`src/rtl/arp_pkg.sv`:
```
// Shared constants, field offsets, FSM encoding and byte helpers for the ARP receive parser.
package arp_pkg;

  localparam logic [15:0] ETH_TYPE_ARP = 16'h0806;
  localparam logic [15:0] ETH_TYPE_IP  = 16'h0800;
  localparam logic [15:0] ARP_HTYPE    = 16'h0001;
  localparam logic [15:0] ARP_OP_REQ   = 16'h0001;
  localparam logic [15:0] ARP_OP_REP   = 16'h0002;
  localparam logic [7:0]  ARP_HLEN     = 8'd6;
  localparam logic [7:0]  ARP_PLEN     = 8'd4;
  localparam logic [7:0]  PRE_BYTE     = 8'h55;
  localparam logic [7:0]  SFD_BYTE     = 8'hD5;

  localparam int unsigned CNT_W = 11;

  // Byte offsets counted from the first byte after the SFD
  localparam logic [CNT_W-1:0] OFF_DST   = 11'd0;
  localparam logic [CNT_W-1:0] OFF_TYPE  = 11'd12;
  localparam logic [CNT_W-1:0] OFF_HTYPE = 11'd14;
  localparam logic [CNT_W-1:0] OFF_PTYPE = 11'd16;
  localparam logic [CNT_W-1:0] OFF_HLEN  = 11'd18;
  localparam logic [CNT_W-1:0] OFF_PLEN  = 11'd19;
  localparam logic [CNT_W-1:0] OFF_OPER  = 11'd20;
  localparam logic [CNT_W-1:0] OFF_SHA   = 11'd22;
  localparam logic [CNT_W-1:0] OFF_SPA   = 11'd28;
  localparam logic [CNT_W-1:0] OFF_THA   = 11'd32;
  localparam logic [CNT_W-1:0] OFF_TPA   = 11'd38;
  localparam logic [CNT_W-1:0] OFF_LAST  = 11'd41;

  // Reflected form of 04C11DB7; residue is stated in normal bit order
  localparam logic [31:0] CRC_POLY_REFL = 32'hEDB88320;
  localparam logic [31:0] CRC_RESIDUE   = 32'hC704DD7B;

  typedef enum logic [2:0] {
    IDLE = 3'd0,
    PREA = 3'd1,
    BODY = 3'd2,
    TAIL = 3'd3,
    DROP = 3'd4
  } state_e;

  // Byte k of a 48-bit address, k=0 being the first byte on the wire
  function automatic logic [7:0] byte_of48(input logic [47:0] v, input logic [2:0] k);
    logic [47:0] t;
    t = v << {k, 3'b000};
    return t[47:40];
  endfunction

  function automatic logic [7:0] byte_of32(input logic [31:0] v, input logic [1:0] k);
    logic [31:0] t;
    t = v << {k, 3'b000};
    return t[31:24];
  endfunction

  function automatic logic [31:0] bitrev32(input logic [31:0] v);
    logic [31:0] r;
    for (int i = 0; i < 32; i++) r[i] = v[31-i];
    return r;
  endfunction

endpackage

```
`src/rtl/crc32_d8.sv`:
```
// One-byte-per-cycle Ethernet CRC32 update, LSB-first (reflected) register form.
module crc32_d8
  import arp_pkg::*;
(
  input  logic [31:0] crc_i,
  input  logic [7:0]  data_i,
  output logic [31:0] crc_o
);

  always_comb begin
    crc_o = crc_i;
    for (int i = 0; i < 8; i++) begin
      crc_o = (crc_o >> 1) ^ ((crc_o[0] ^ data_i[i]) ? CRC_POLY_REFL : 32'h0);
    end
  end

endmodule

```
`src/rtl/arp_rx.sv`:
```
// GMII receive-side ARP parser: requests for LOCAL_IP raise fs_arp, replies to us pulse arp_reply.
// Optional FCS check enabled by defining ARP_RX_CRC_EN.
module arp_rx
  import arp_pkg::*;
#(
  parameter logic [47:0] LOCAL_MAC = 48'h000A3501FEC0,
  parameter logic [31:0] LOCAL_IP  = 32'hC0A80002,
  parameter logic [10:0] MAX_LEN   = 11'd1522
) (
  input  logic        clk,
  input  logic        rstn,
  input  logic        e_rxdv,
  input  logic [7:0]  e_rxd,
  input  logic        e_rxer,
  output logic        fs_arp,
  input  logic        fd_arp,
  output logic [47:0] peer_mac,
  output logic [31:0] peer_ip,
  output logic        peer_vld,
  output logic        arp_reply,
  output logic [7:0]  drop_cnt
);

  state_e            state_q, state_d;
  logic [CNT_W-1:0]  cnt_q;
  logic              dst_loc_q, dst_bc_q, oper_rep_q;
  logic [47:0]       sha_q;
  logic [31:0]       spa_q;
  logic              dst_loc_c, dst_bc_c, byte_ok_c;
  logic              sfd_c, byte_c, commit_c, crc_ok_c;
  logic              req_q, rep_q, fs_arp_q, peer_vld_q, arp_reply_q;
  logic [47:0]       peer_mac_q;
  logic [31:0]       peer_ip_q;
  logic [7:0]        drop_cnt_q;

  // Per-offset field check of the byte currently on e_rxd
  always_comb begin
    dst_loc_c = dst_loc_q & (e_rxd == byte_of48(LOCAL_MAC, cnt_q[2:0]));
    dst_bc_c  = dst_bc_q & (e_rxd == 8'hFF);
    byte_ok_c = 1'b1;
    if (cnt_q == OFF_DST + 11'd5) begin
      byte_ok_c = dst_loc_c | dst_bc_c;
    end else if (cnt_q >= OFF_THA && cnt_q < OFF_TPA) begin
      byte_ok_c = !oper_rep_q || (e_rxd == byte_of48(LOCAL_MAC, 3'(cnt_q - OFF_THA)));
    end else if (cnt_q >= OFF_TPA) begin
      byte_ok_c = (e_rxd == byte_of32(LOCAL_IP, 2'(cnt_q - OFF_TPA)));
    end else begin
      case (cnt_q)
        OFF_TYPE:          byte_ok_c = (e_rxd == ETH_TYPE_ARP[15:8]);
        OFF_TYPE + 11'd1:  byte_ok_c = (e_rxd == ETH_TYPE_ARP[7:0]);
        OFF_HTYPE:         byte_ok_c = (e_rxd == ARP_HTYPE[15:8]);
        OFF_HTYPE + 11'd1: byte_ok_c = (e_rxd == ARP_HTYPE[7:0]);
        OFF_PTYPE:         byte_ok_c = (e_rxd == ETH_TYPE_IP[15:8]);
        OFF_PTYPE + 11'd1: byte_ok_c = (e_rxd == ETH_TYPE_IP[7:0]);
        OFF_HLEN:          byte_ok_c = (e_rxd == ARP_HLEN);
        OFF_PLEN:          byte_ok_c = (e_rxd == ARP_PLEN);
        OFF_OPER:          byte_ok_c = (e_rxd == ARP_OP_REQ[15:8]);
        OFF_OPER + 11'd1:  byte_ok_c = (e_rxd == ARP_OP_REQ[7:0]) || (e_rxd == ARP_OP_REP[7:0]);
        default:           byte_ok_c = 1'b1;
      endcase
    end
  end

  always_ff @(posedge clk or negedge rstn) begin
    if (!rstn) state_q <= IDLE;
    else       state_q <= state_d;
  end

  always_comb begin
    state_d = state_q;
    unique case (state_q)
      IDLE: if (e_rxdv && e_rxd == PRE_BYTE) state_d = PREA;
      PREA: begin
        if (!e_rxdv)                  state_d = IDLE;
        else if (e_rxer)              state_d = DROP;
        else if (e_rxd == SFD_BYTE)   state_d = BODY;
        else if (e_rxd != PRE_BYTE)   state_d = DROP;
      end
      BODY: begin
        if (!e_rxdv)                  state_d = IDLE;
        else if (e_rxer || !byte_ok_c) state_d = DROP;
        else if (cnt_q == OFF_LAST)   state_d = TAIL;
      end
      TAIL: begin
        if (!e_rxdv)                          state_d = IDLE;
        else if (e_rxer || cnt_q > MAX_LEN)   state_d = DROP;
      end
      DROP: if (!e_rxdv) state_d = IDLE;
      default: state_d = IDLE;
    endcase
  end

  always_comb begin
    sfd_c    = (state_q == PREA) && e_rxdv && !e_rxer && (e_rxd == SFD_BYTE);
    byte_c   = ((state_q == BODY) || (state_q == TAIL)) && e_rxdv;
    commit_c = (state_q == TAIL) && !e_rxdv && crc_ok_c;
  end

`ifdef ARP_RX_CRC_EN
  logic [31:0] crc_q, crc_nxt_c;

  crc32_d8 u_crc (
    .crc_i  (crc_q),
    .data_i (e_rxd),
    .crc_o  (crc_nxt_c)
  );

  always_ff @(posedge clk or negedge rstn) begin
    if (!rstn)       crc_q <= 32'hFFFFFFFF;
    else if (sfd_c)  crc_q <= 32'hFFFFFFFF;
    else if (byte_c) crc_q <= crc_nxt_c;
  end

  assign crc_ok_c = (bitrev32(crc_q) == CRC_RESIDUE);
`else
  assign crc_ok_c = 1'b1;
`endif

  // Byte counter, destination match flags and sender shadow registers
  always_ff @(posedge clk or negedge rstn) begin
    if (!rstn) begin
      cnt_q      <= '0;
      dst_loc_q  <= 1'b0;
      dst_bc_q   <= 1'b0;
      oper_rep_q <= 1'b0;
      sha_q      <= '0;
      spa_q      <= '0;
    end else if (sfd_c) begin
      cnt_q      <= '0;
      dst_loc_q  <= 1'b1;
      dst_bc_q   <= 1'b1;
      oper_rep_q <= 1'b0;
    end else if (byte_c) begin
      if (cnt_q != '1) cnt_q <= cnt_q + 11'd1;
      if (cnt_q < OFF_DST + 11'd6) begin
        dst_loc_q <= dst_loc_c;
        dst_bc_q  <= dst_bc_c;
      end
      if (cnt_q == OFF_OPER + 11'd1) oper_rep_q <= (e_rxd == ARP_OP_REP[7:0]);
      if (cnt_q >= OFF_SHA && cnt_q < OFF_SPA) sha_q <= {sha_q[39:0], e_rxd};
      if (cnt_q >= OFF_SPA && cnt_q < OFF_THA) spa_q <= {spa_q[23:0], e_rxd};
    end
  end

  // A new request outranks a same-cycle done; only an unacknowledged overwrite counts as lost
  always_ff @(posedge clk or negedge rstn) begin
    if (!rstn) begin
      req_q       <= 1'b0;
      rep_q       <= 1'b0;
      fs_arp_q    <= 1'b0;
      arp_reply_q <= 1'b0;
      peer_vld_q  <= 1'b0;
      peer_mac_q  <= '0;
      peer_ip_q   <= '0;
      drop_cnt_q  <= '0;
    end else begin
      req_q       <= commit_c && !oper_rep_q;
      rep_q       <= commit_c && oper_rep_q;
      arp_reply_q <= rep_q;
      if (commit_c) begin
        peer_mac_q <= sha_q;
        peer_ip_q  <= spa_q;
        peer_vld_q <= 1'b1;
      end
      if (req_q) begin
        fs_arp_q <= 1'b1;
        if (fs_arp_q && !fd_arp && drop_cnt_q != 8'hFF) drop_cnt_q <= drop_cnt_q + 8'd1;
      end else if (fd_arp) begin
        fs_arp_q <= 1'b0;
      end
    end
  end

  assign fs_arp    = fs_arp_q;
  assign peer_mac  = peer_mac_q;
  assign peer_ip   = peer_ip_q;
  assign peer_vld  = peer_vld_q;
  assign arp_reply = arp_reply_q;
  assign drop_cnt  = drop_cnt_q;

endmodule

```
`config.mk`:
```
export PLATFORM = sky130hd
export DESIGN_NAME = arp_rx
export DESIGN_NICKNAME = d
export VERILOG_FILES = /design/src/rtl/arp_pkg.sv /design/src/rtl/crc32_d8.sv /design/src/rtl/arp_rx.sv
export SDC_FILE = /design/constraint.sdc
export NUM_CORES = 1
export LEC_CHECK = 0
export BUFFER_PORTS_ARGS = -buffer_cell sky130_fd_sc_hd__buf_4
export CORE_MARGIN = 3
export CORE_UTILIZATION = 50
export DETAILED_ROUTE_END_ITERATION = 10
export PLACE_DENSITY = 0.68
export REMOVE_ABC_BUFFERS = 1
export SETUP_SLACK_MARGIN = 0.02
export SYNTH_ARGS = -nofsm -noshare
export SYNTH_HDL_FRONTEND = slang
export SYNTH_HIERARCHICAL = 1
export SYNTH_SLANG_ARGS = --single-unit
```
`constraint.sdc`:
```
create_clock -name clk -period 2.7 [get_ports clk]
set_input_delay 0.675 -clock clk [delete_from_list [all_inputs] [get_ports clk]]
set_output_delay 0.675 -clock clk [all_outputs]
set_load 0.01 [all_outputs]
```
==> results.cfg, run 1 <==
[sta]
slew_headroom_pct = 56.7
timing.fmax_mhz = 415
clock_skew_ps = 7.35
worst_slew_pin_slew_ps = 650
worst_hold_slack_ps = 261
period_minus_slack_ps = 2410
finalSetupViolations = 0
rsz0062_at_grt = false
final-max-slew-violation-count = 0
finalWorstSetupSlack_ps = 288
hold_violations = 0
fin_crit_sh_pct = 89.3

[logic_synthesis]
synth.avg_cell_area_um2 = 13.9
ys_ff_latch = 190
synthTopCellsByArea = dfrtp_1 (59%), mux2_2 (20%), mux2_4 (3.7%)
yosysUniqueCellTypes = 51
syn_inst = 579
yosysWarnings = 6
syn-cell-area_um2 = 8050
ys_dominant_reg_cell = dfrtp_1
synth_top_area_share_pct = 59.0
yosysTopAreaCell = dfrtp_1
synth_edf_count = 0
yosysSeqAreaShare_pct = 59.0
async_flop_share_pct = 100

[clocking]
post_cts_buffers = 0
root_buffer = clkbuf_16
clockBufferDepth = 2
htree_levels = 4
numCtsBuffers = 17
clk_pin_slew_ps = 70
cts_tree = yes
clock_latency_ps = 430
cts_sinks = 190

[routing]
vias_per_cell = 5.38
drtIter0Drc = 213
drc_errors = 0
firstDrtPassIters = 5
drt-total-wl_um = 15800
vias = 4859
wl_per_cell_um = 17.5
postRouteAntennaNets = 0

[worst_setup_path]
critPathSlowestCell = or4_1
required_ps = 3010
crit_type = reg2reg
crit_family = simple AND/OR/NAND/NOR gates
worst-path-buf-inv = 1
cpPeakStageDelay_ps = 590
critPathMaxFanout = 32
worst_ep_arrival_time_ps = 2720
end_kind = flip-flop
start_kind = flip-flop
reg2reg_slack_ps = 290
crit_chain = or4_1 > or3_4 > nor3_4 > nand3_2 > buf_4 > mux2_2

[flow_run]
maxCapViolCount = 0

[floorplanning]
coreArea_um2 = 15500
rows = 45
ios = 104
die_area_um2 = 17700
die_h_um = 133
dieWidth_um = 133
initial_core_util_pct = 52.0

[power]
power.share.switching_pct = 21.0
seq_power_share_pct = 51.6
powerDensity_nw_per_um2 = 569
clockPowerShare_pct = 46.1
power_switching_mw = 1.16
power_frac_comb_pct = 2.3
p_int_mw = 4.37
vdd_drop_max_mv = 0.431
p_leak_nw = 4.99

[placement]
dpl.hpwl_um = 10600
finalWeightedCongestion = 0.857
dp.cells = 873
placed_area_um2 = 9110
dp_worst_setup_slack_ps = 243
io_buffers = 103

[global_routing]
grt_pass1_vias = 5115
grt_first_pass_wirelength_um = 26700
grt_max_degree = 79
grt_overflow_total = 0
track_usage_pct = 18.9
antenna_found_initial = 0

[layout]
final_common_cell = dfrtp_1
nets = 699
final_cell_mix = dfrtp_1 (190), mux2_2 (142), buf_4 (112)
finalNonFillerCells = 904
fin_area_um2 = 9720
drive_gt1_share_pct = 45.9
syn_to_final_growth_pct = 20.7
antennaDiodeCount = 0

[min_path]
hp-class = in2async

[outcome]
status = finished, final reports clean
[registers in the layout, indices dropped and copies added (netlist names), 3 cells and up]
| register | flops |
|---|---|
| peer_ip | 32 |
| spa_q | 32 |
| state_q | 3 |
| cnt_q | 11 |
| peer_mac | 48 |
| sha_q | 48 |
| drop_cnt | 8 |
[cells in the mapped netlist (4+ instances only)]
cell      instances
mux2_2          142
and2_1            4
clkbuf_1         24
nor3_1            6
mux2_4           20
a21oi_1           7
or3_1             4
and3_1            4
nor2b_1           7
mux2i_1           6
nand2_1          16
xnor2_1           9
dfrtp_1         190
nand3_1          13
nor2_1           25
buf_2             6
inv_1             7
nand4_1           8
ha_1              5
a211oi_1          8
o21ai_0          10
xor2_1            9
or2_2             4
[final timing paths]
| check | start | to | cells past startpoint |
|---|---|---|---|
| max in group asynchronous | rstn | sha_q[15] | 2 |
| worst max-delay path | cnt_q[7] | spa_q[4] | 6 |
| min in group clk | rep_q | arp_reply | 0 |
| worst max register to register | cnt_q[7] | spa_q[4] | 6 |
| worst min register to register | rep_q | arp_reply | 0 |
| worst min-delay path | rstn | peer_ip[26] | 1 |
[worst register-to-register path, delay by kind of cell, from the launching register on]
| family | cells | cell delay, ps |
|---|---|---|
| simple gates | 4 | 1230 |
| buf+inv | 1 | 280 |
| flops | 1 | 440 |
| mux | 1 | 350 |
[power by group through the flow]
stage          logic [mW]  registers, mW  clock network [mW]
2_1_floorplan      0.0254           2.91                   0
3_3_place_gp        0.132           2.91                   0
3_5_place_dp        0.135           2.91                   0
4_1_cts             0.135           2.85                2.60
5_1_grt             0.149           2.85                2.74
6_report            0.130           2.85                2.55
[timing repair]
action,CTS,global route
hold buffers,0,0
resized for setup,0,1
setup endpoints to repair,0,2
[layout make-up]
class	count	area [um2]
clock inverters	11	158
fillers	1220	5770
clock buffers	20	447
flip-flops and latches	190	4750
inverters	7	26.3
well taps	211	264
multi-input cells	348	3130
repair buffers	117	935
[cell families after synthesis]
kind of cell | synth area share, %
simple gates | 7.82
xor+xnor | 1.96
mux | 24.3
compound gates | 3.79
fa+ha+maj | 0.777
buf+inv | 2.28
flops | 59.0
[routing by layer]
metal | GRT usage [%] | share of wire, % | vias to the layer above
met3 | 4.75 | 3.6 | 10
met2 | 31.0 | 50 | 79
li1 | - | - | 2261
met5 | 0 | 0 | -
met4 | 5.72 | 1.1 | 0
met1 | 25.2 | 45 | 2509
[per-stage QoR]
stage	utilization (%)	setup TNS (ps)	power [mW]
after floorplan	-	-591070	2.93
after detailed placement	58.8	0	3.04
after global placement	58.8	0	3.04
after global routing	62.8	0	5.74
final	62.8	0	5.53
after CTS	62.7	0	5.59
No activity file was read; power rests on OpenSTA's default activity.
==> run 2, diff against run 1 <==
Settings changed: GPL_TIMING_DRIVEN set to 0, SYNTH_HIERARCHICAL 1 to not set.
==> results.cfg, run 2 <==
[worst_setup_path]
cpPeakStageDelay_ps = 560
crit_chain = or4_4 > or3_4 > nor3_4 > buf_6 > nand2_8 > clkbuf_16 > mux2_4
worst_ep_arrival_time_ps = 2950
crit_type = reg2reg
worst-path-buf-inv = 2
critPathSlowestCell = or4_4
crit_family = simple AND/OR/NAND/NOR gates
end_kind = flip-flop
required_ps = 3020
critPathMaxFanout = 15
start_kind = flip-flop

[clocking]
cts_hold_buf = 0
root_buffer = clkbuf_16
cts_sinks = 190
htree_levels = 4
clk_pin_slew_ps = 70
numCtsBuffers = 17
clockBufferDepth = 2
clock_latency_ps = 430
cts_tree = yes

[layout]
syn_to_final_growth_pct = 22.8
antennaDiodeCount = 0
final_cell_mix = dfrtp_1 (187), mux2_2 (142), buf_4 (105)
final_common_cell = dfrtp_1
fin_util_pct = 63.8
drive_gt1_share_pct = 47.3
fill_cells = 1189
nets = 701

[global_routing]
antenna_found_initial = 0
track_usage_pct = 18.0
grt_overflow_total = 0
grt_first_pass_wirelength_um = 25700
grt_pass1_vias = 4945
grt_max_degree = 132

[placement]
dpl.hpwl_um = 10300
io_buffers = 103
finalWeightedCongestion = 0.836

[sta]
finalSetupViolations = 0
clock_skew_ps = 10.2
slew_headroom_pct = 41.8
period_minus_slack_ps = 2630
fin_crit_sh_pct = 97.4
final-max-slew-violation-count = 0
worst_hold_slack_ps = 159
hold_violations = 0
rsz0062_at_grt = true
timing.fmax_mhz = 380
worst_slew_pin_slew_ps = 849

[power]
vdd_drop_max_mv = 0.452
p_leak_nw = 5.05
powerDensity_nw_per_um2 = 578
finalPower_mw = 5.72

[logic_synthesis]
ys_ff_latch = 190
yosysTopAreaCell = dfrtp_1
ys_dominant_reg_cell = dfrtp_1
yosysSeqAreaShare_pct = 59.0
async_flop_share_pct = 100
syn-cell-area_um2 = 8050
yosysWarnings = 0
synth_common_cells = dfrtp_1 (190), mux2_2 (142), nor2_1 (25)
synth.most_common_cell = dfrtp_1
synthTopCellsByArea = dfrtp_1 (59%), mux2_2 (20%), mux2_4 (3.7%)
synth.avg_cell_area_um2 = 13.9
synth_edf_count = 0
yosysUniqueCellTypes = 51
synth_top_area_share_pct = 59.0
syn_inst = 579

[floorplanning]
die_area_um2 = 17700
coreArea_um2 = 15500
dieWidth_um = 133
die_h_um = 133
initial_core_util_pct = 52.0
ios = 104
rows = 45

[outcome]
status = finished, final reports clean

[routing]
drt-total-wl_um = 15800
wl_per_cell_um = 17.4
vias = 4888
drtIter0Drc = 287
drc_errors = 0
firstDrtPassIters = 4
postRouteAntennaNets = 0
vias_per_cell = 5.39

[flow_run]
maxCapViolCount = 0

[min_path]
hp-class = in2async
## run 2: cell counts after synthesis
Identical to the previous run, type by type.
## run 2: layer usage
| layer | track usage [%] | vias up | part of all wire [%] |
|---|---|---|---|
| li1 | - | 2285 | - |
| met1 | 23.9 | 2489 | 45 |
| met2 | 29.4 | 98 | 50 |
| met3 | 4.30 | 16 | 3.9 |
| met4 | 5.72 | 0 | 1.3 |
| met5 | 0 | - | 0 |
## run 2: cell type report
type / instances / area (um2) / area share (%)
sequential: 190 / 4760 / 48.1
inverter: 7 / 26.3 / 0.266
clock buffer: 18 / 439 / 4.44
clock inverter: 14 / 220 / 2.23
tap: 211 / 264 / 2.67
timing repair buffer: 118 / 998 / 10.1
multi-input combinational: 349 / 3180 / 32.2
## run 2: worst paths after layout
| check | start | endpoint | slack (ps) | cells past startpoint |
|---|---|---|---|---|
| worst max register to register | cnt_q[7] | sha_q[38] | 70 | 7 |
| worst max-delay path | cnt_q[7] | sha_q[38] | 70 | 7 |
| worst min register to register | rep_q | arp_reply | 350 | 0 |
| max in group asynchronous | rstn | cnt_q[8] | 1530 | 2 |
| worst min-delay path | rstn | peer_ip[28] | 160 | 1 |
| min in group clk | rep_q | arp_reply | 350 | 0 |
## run 2: stage by stage
stage	setup slack, ps	std cells	TNS [ps]	instance area [um2]
detailed placement	-294	867	-14690	9080
global route	-20.7	907	-218	9890
floorplan	-6830	545	-591070	7900
finish	69.2	907	0	9890
global placement	-10980	859	-1001450	8930
CTS	22.9	899	0	9750
## run 2: cells by family (layout without fill, tap and decap cells)
logic type,count (synthesis),after routing,share of synthesized area [%]
DFF,190,190,59.0
buffers and inverters,41,157,2.28
AOI/OAI and AO/OA,45,45,3.79
xor gates and xnor gates,18,18,1.96
and+or+nand+nor,112,113,7.82
adders and majority gates,5,5,0.777
muxes,168,168,24.3
## run 2: worst reg2reg max path, stage by stage, from the launching register on
cell and delay (ps):
dfrtp_2 450, or4_4 560, or3_4 370, nor3_4 270
buf_6 180, nand2_8 130, clkbuf_16 270, mux2_4 300
## run 2: power by group
group | switching [mW] | internal, mW
clock network | 1.13 | 1.61
logic | 0.0926 | 0.0330
registers | 0.00441 | 2.85
total | 1.23 | 4.49
## run 2: timing repair
item | 4_1_cts | 5_1_grt
pin swaps | 0 | 2
setup buffers | 0 | 4
endpoints found under the hold margin | 0 | 0
endpoints found under the setup margin | 65 | 57
resized for setup | 4 | 8
cloned | 0 | 3
==> run 3, diff against run 2 <==
--- a/config.mk
+++ b/config.mk
@@ -12,2 +12,3 @@
 export GPL_TIMING_DRIVEN = 0
+export MAX_ROUTING_LAYER = met4
 export PLACE_DENSITY = 0.68
--- a/constraint.sdc
+++ b/constraint.sdc
@@ -3,2 +3,2 @@
 set_output_delay 0.675 -clock clk [all_outputs]
-set_load 0.01 [all_outputs]
+set_load 0.02 [all_outputs]
==> results.cfg, run 3 (synthesis gave the netlist of run 2 again) <==
[layout]
finalNonFillerCells = 903
fin_util_pct = 63.1
antennaDiodeCount = 0
drive_gt1_share_pct = 46.7
nets = 697
syn_to_final_growth_pct = 21.3
fin_area_um2 = 9770
fill_cells = 1160
register_area_um2 = 4760
final_cell_mix = dfrtp_1 (187), mux2_2 (141), buf_4 (102)
final_common_cell = dfrtp_1
multi_input_area_um2 = 3180

[global_routing]
grtUsageMet1_pct = 25.0
busiest_layer = met2
grt_overflow_total = 0
use_met2_pct = 28.4
antenna_found_initial = 0
grt_first_pass_wirelength_um = 25800
track_usage_pct = 18.6
grt_pass1_vias = 4964
gr-usage-met3_pct = 4.26
grt_max_degree = 132

[sta]
final-max-slew-violation-count = 0
period_minus_slack_ps = 2660
worst_hold_slack_ps = 168
slew_headroom_pct = 15.2
finalSetupViolations = 0
rsz0062_at_grt = true
hold_violations = 0
fin_crit_sh_pct = 98.4
clock_skew_ps = 15.2
worst_slew_pin_slew_ps = 1260
timing.fmax_mhz = 376

[routing]
vias = 4910
vias_per_cell = 5.44
drtIter0Drc = 266
drc_errors = 0
wl_per_cell_um = 17.2
firstDrtPassIters = 4
drt-total-wl_um = 15500
postRouteAntennaNets = 0

[clocking]
numCtsBuffers = 17
cts_tree = yes
root_buffer = clkbuf_16
clockBufferDepth = 2
clk_pin_slew_ps = 70
clock_latency_ps = 430
htree_levels = 4
cts_sinks = 190

[floorplanning]
dieWidth_um = 133
initial_core_util_pct = 52.0
die_h_um = 133
rows = 45
coreArea_um2 = 15500
ios = 104
die_area_um2 = 17700

[power]
p_leak_nw = 4.99
vdd_drop_max_mv = 0.414
powerDensity_nw_per_um2 = 552

[worst_setup_path]
crit_chain = or4_4 > or3_4 > nor3_4 > nand3_4 > mux2_2
critPathMaxFanout = 32
worst_ep_arrival_time_ps = 2960
critPathSlowestCell = or4_4
reg2reg_slack_ps = 40
crit_family = simple AND/OR/NAND/NOR gates
worst-path-buf-inv = 0
r2r-start = cnt_q[7]
end_kind = flip-flop
r2r_cells = 5
timing.rr.end = spa_q[6]
required_ps = 3000
cpPeakStageDelay_ps = 560
crit_type = reg2reg
start_kind = flip-flop

[outcome]
status = finished, final reports clean

[placement]
dpl.hpwl_um = 10300
io_buffers = 103
dp.cells = 867
finalWeightedCongestion = 0.849
placed_area_um2 = 9080

[min_path]
hp-class = in2async

[flow_run]
maxCapViolCount = 0
## run 3: per-layer routing
layer / wire [um] / vias to the layer above
met5: 0 / -
met4: 176 / 0
met2: 7530 / 107
li1: - / 2279
met3: 670 / 15
met1: 7140 / 2509
## run 3: metrics by stage
step | TNS (ps) | power [mW] | setup slack (ps)
final | 0 | 5.39 | 42.5
after global routing | -865 | 5.59 | -49.7
after CTS | 0 | 5.45 | 30.8
after floorplan | -591070 | 2.93 | -6830
after global placement | -1000290 | 3.02 | -10970
after detailed placement | -14720 | 3.03 | -293
## run 3: worst max path at each step
| stage | slack (ps) | from | cells after the start | end |
|---|---|---|---|---|
| 2_1_floorplan | -6830 | e_rxdv | 2 | peer_ip[0] |
| 3_3_place_gp | -10970 | e_rxdv | 3 | peer_ip[6] |
| 3_5_place_dp | -290 | cnt_q[7] | 5 | spa_q[6] |
| 4_1_cts | 30 | cnt_q[1] | 8 | state_q[0] |
| 5_1_grt | -50 | cnt_q[7] | 5 | spa_q[29] |
| 6_report | 40 | cnt_q[7] | 5 | spa_q[6] |
## run 3: worst reg2reg max path, cell delays in order (launching register included)
cell	delay (ps)
dfrtp_2	450
or4_4	560
or3_4	370
nor3_4	280
nand3_4	430
mux2_2	460
## run 3: repair_timing
item	4_1_cts	5_1_grt
gates resized for setup	3	9
endpoints found under the setup margin	65	58
hold buffers	0	0
buffers inserted	0	1
gates cloned	0	3
pin swaps	0	1
## run 3: layout make-up
cell class	instances	area share, %
Sequential cell	190	48.7
Inverter	7	0.269
Timing Repair Buffer	114	9.95
Tap cell	211	2.70
Multi-Input combinational cell	349	32.5
Clock buffer	19	4.53
Clock inverter	13	1.29
## run 3: report_power, final
part	switching, mW	leakage (nW)	internal (mW)
clock network	1.10	0.273	1.32
logic	0.0917	2.08	0.0331
registers	0.00415	2.64	2.85
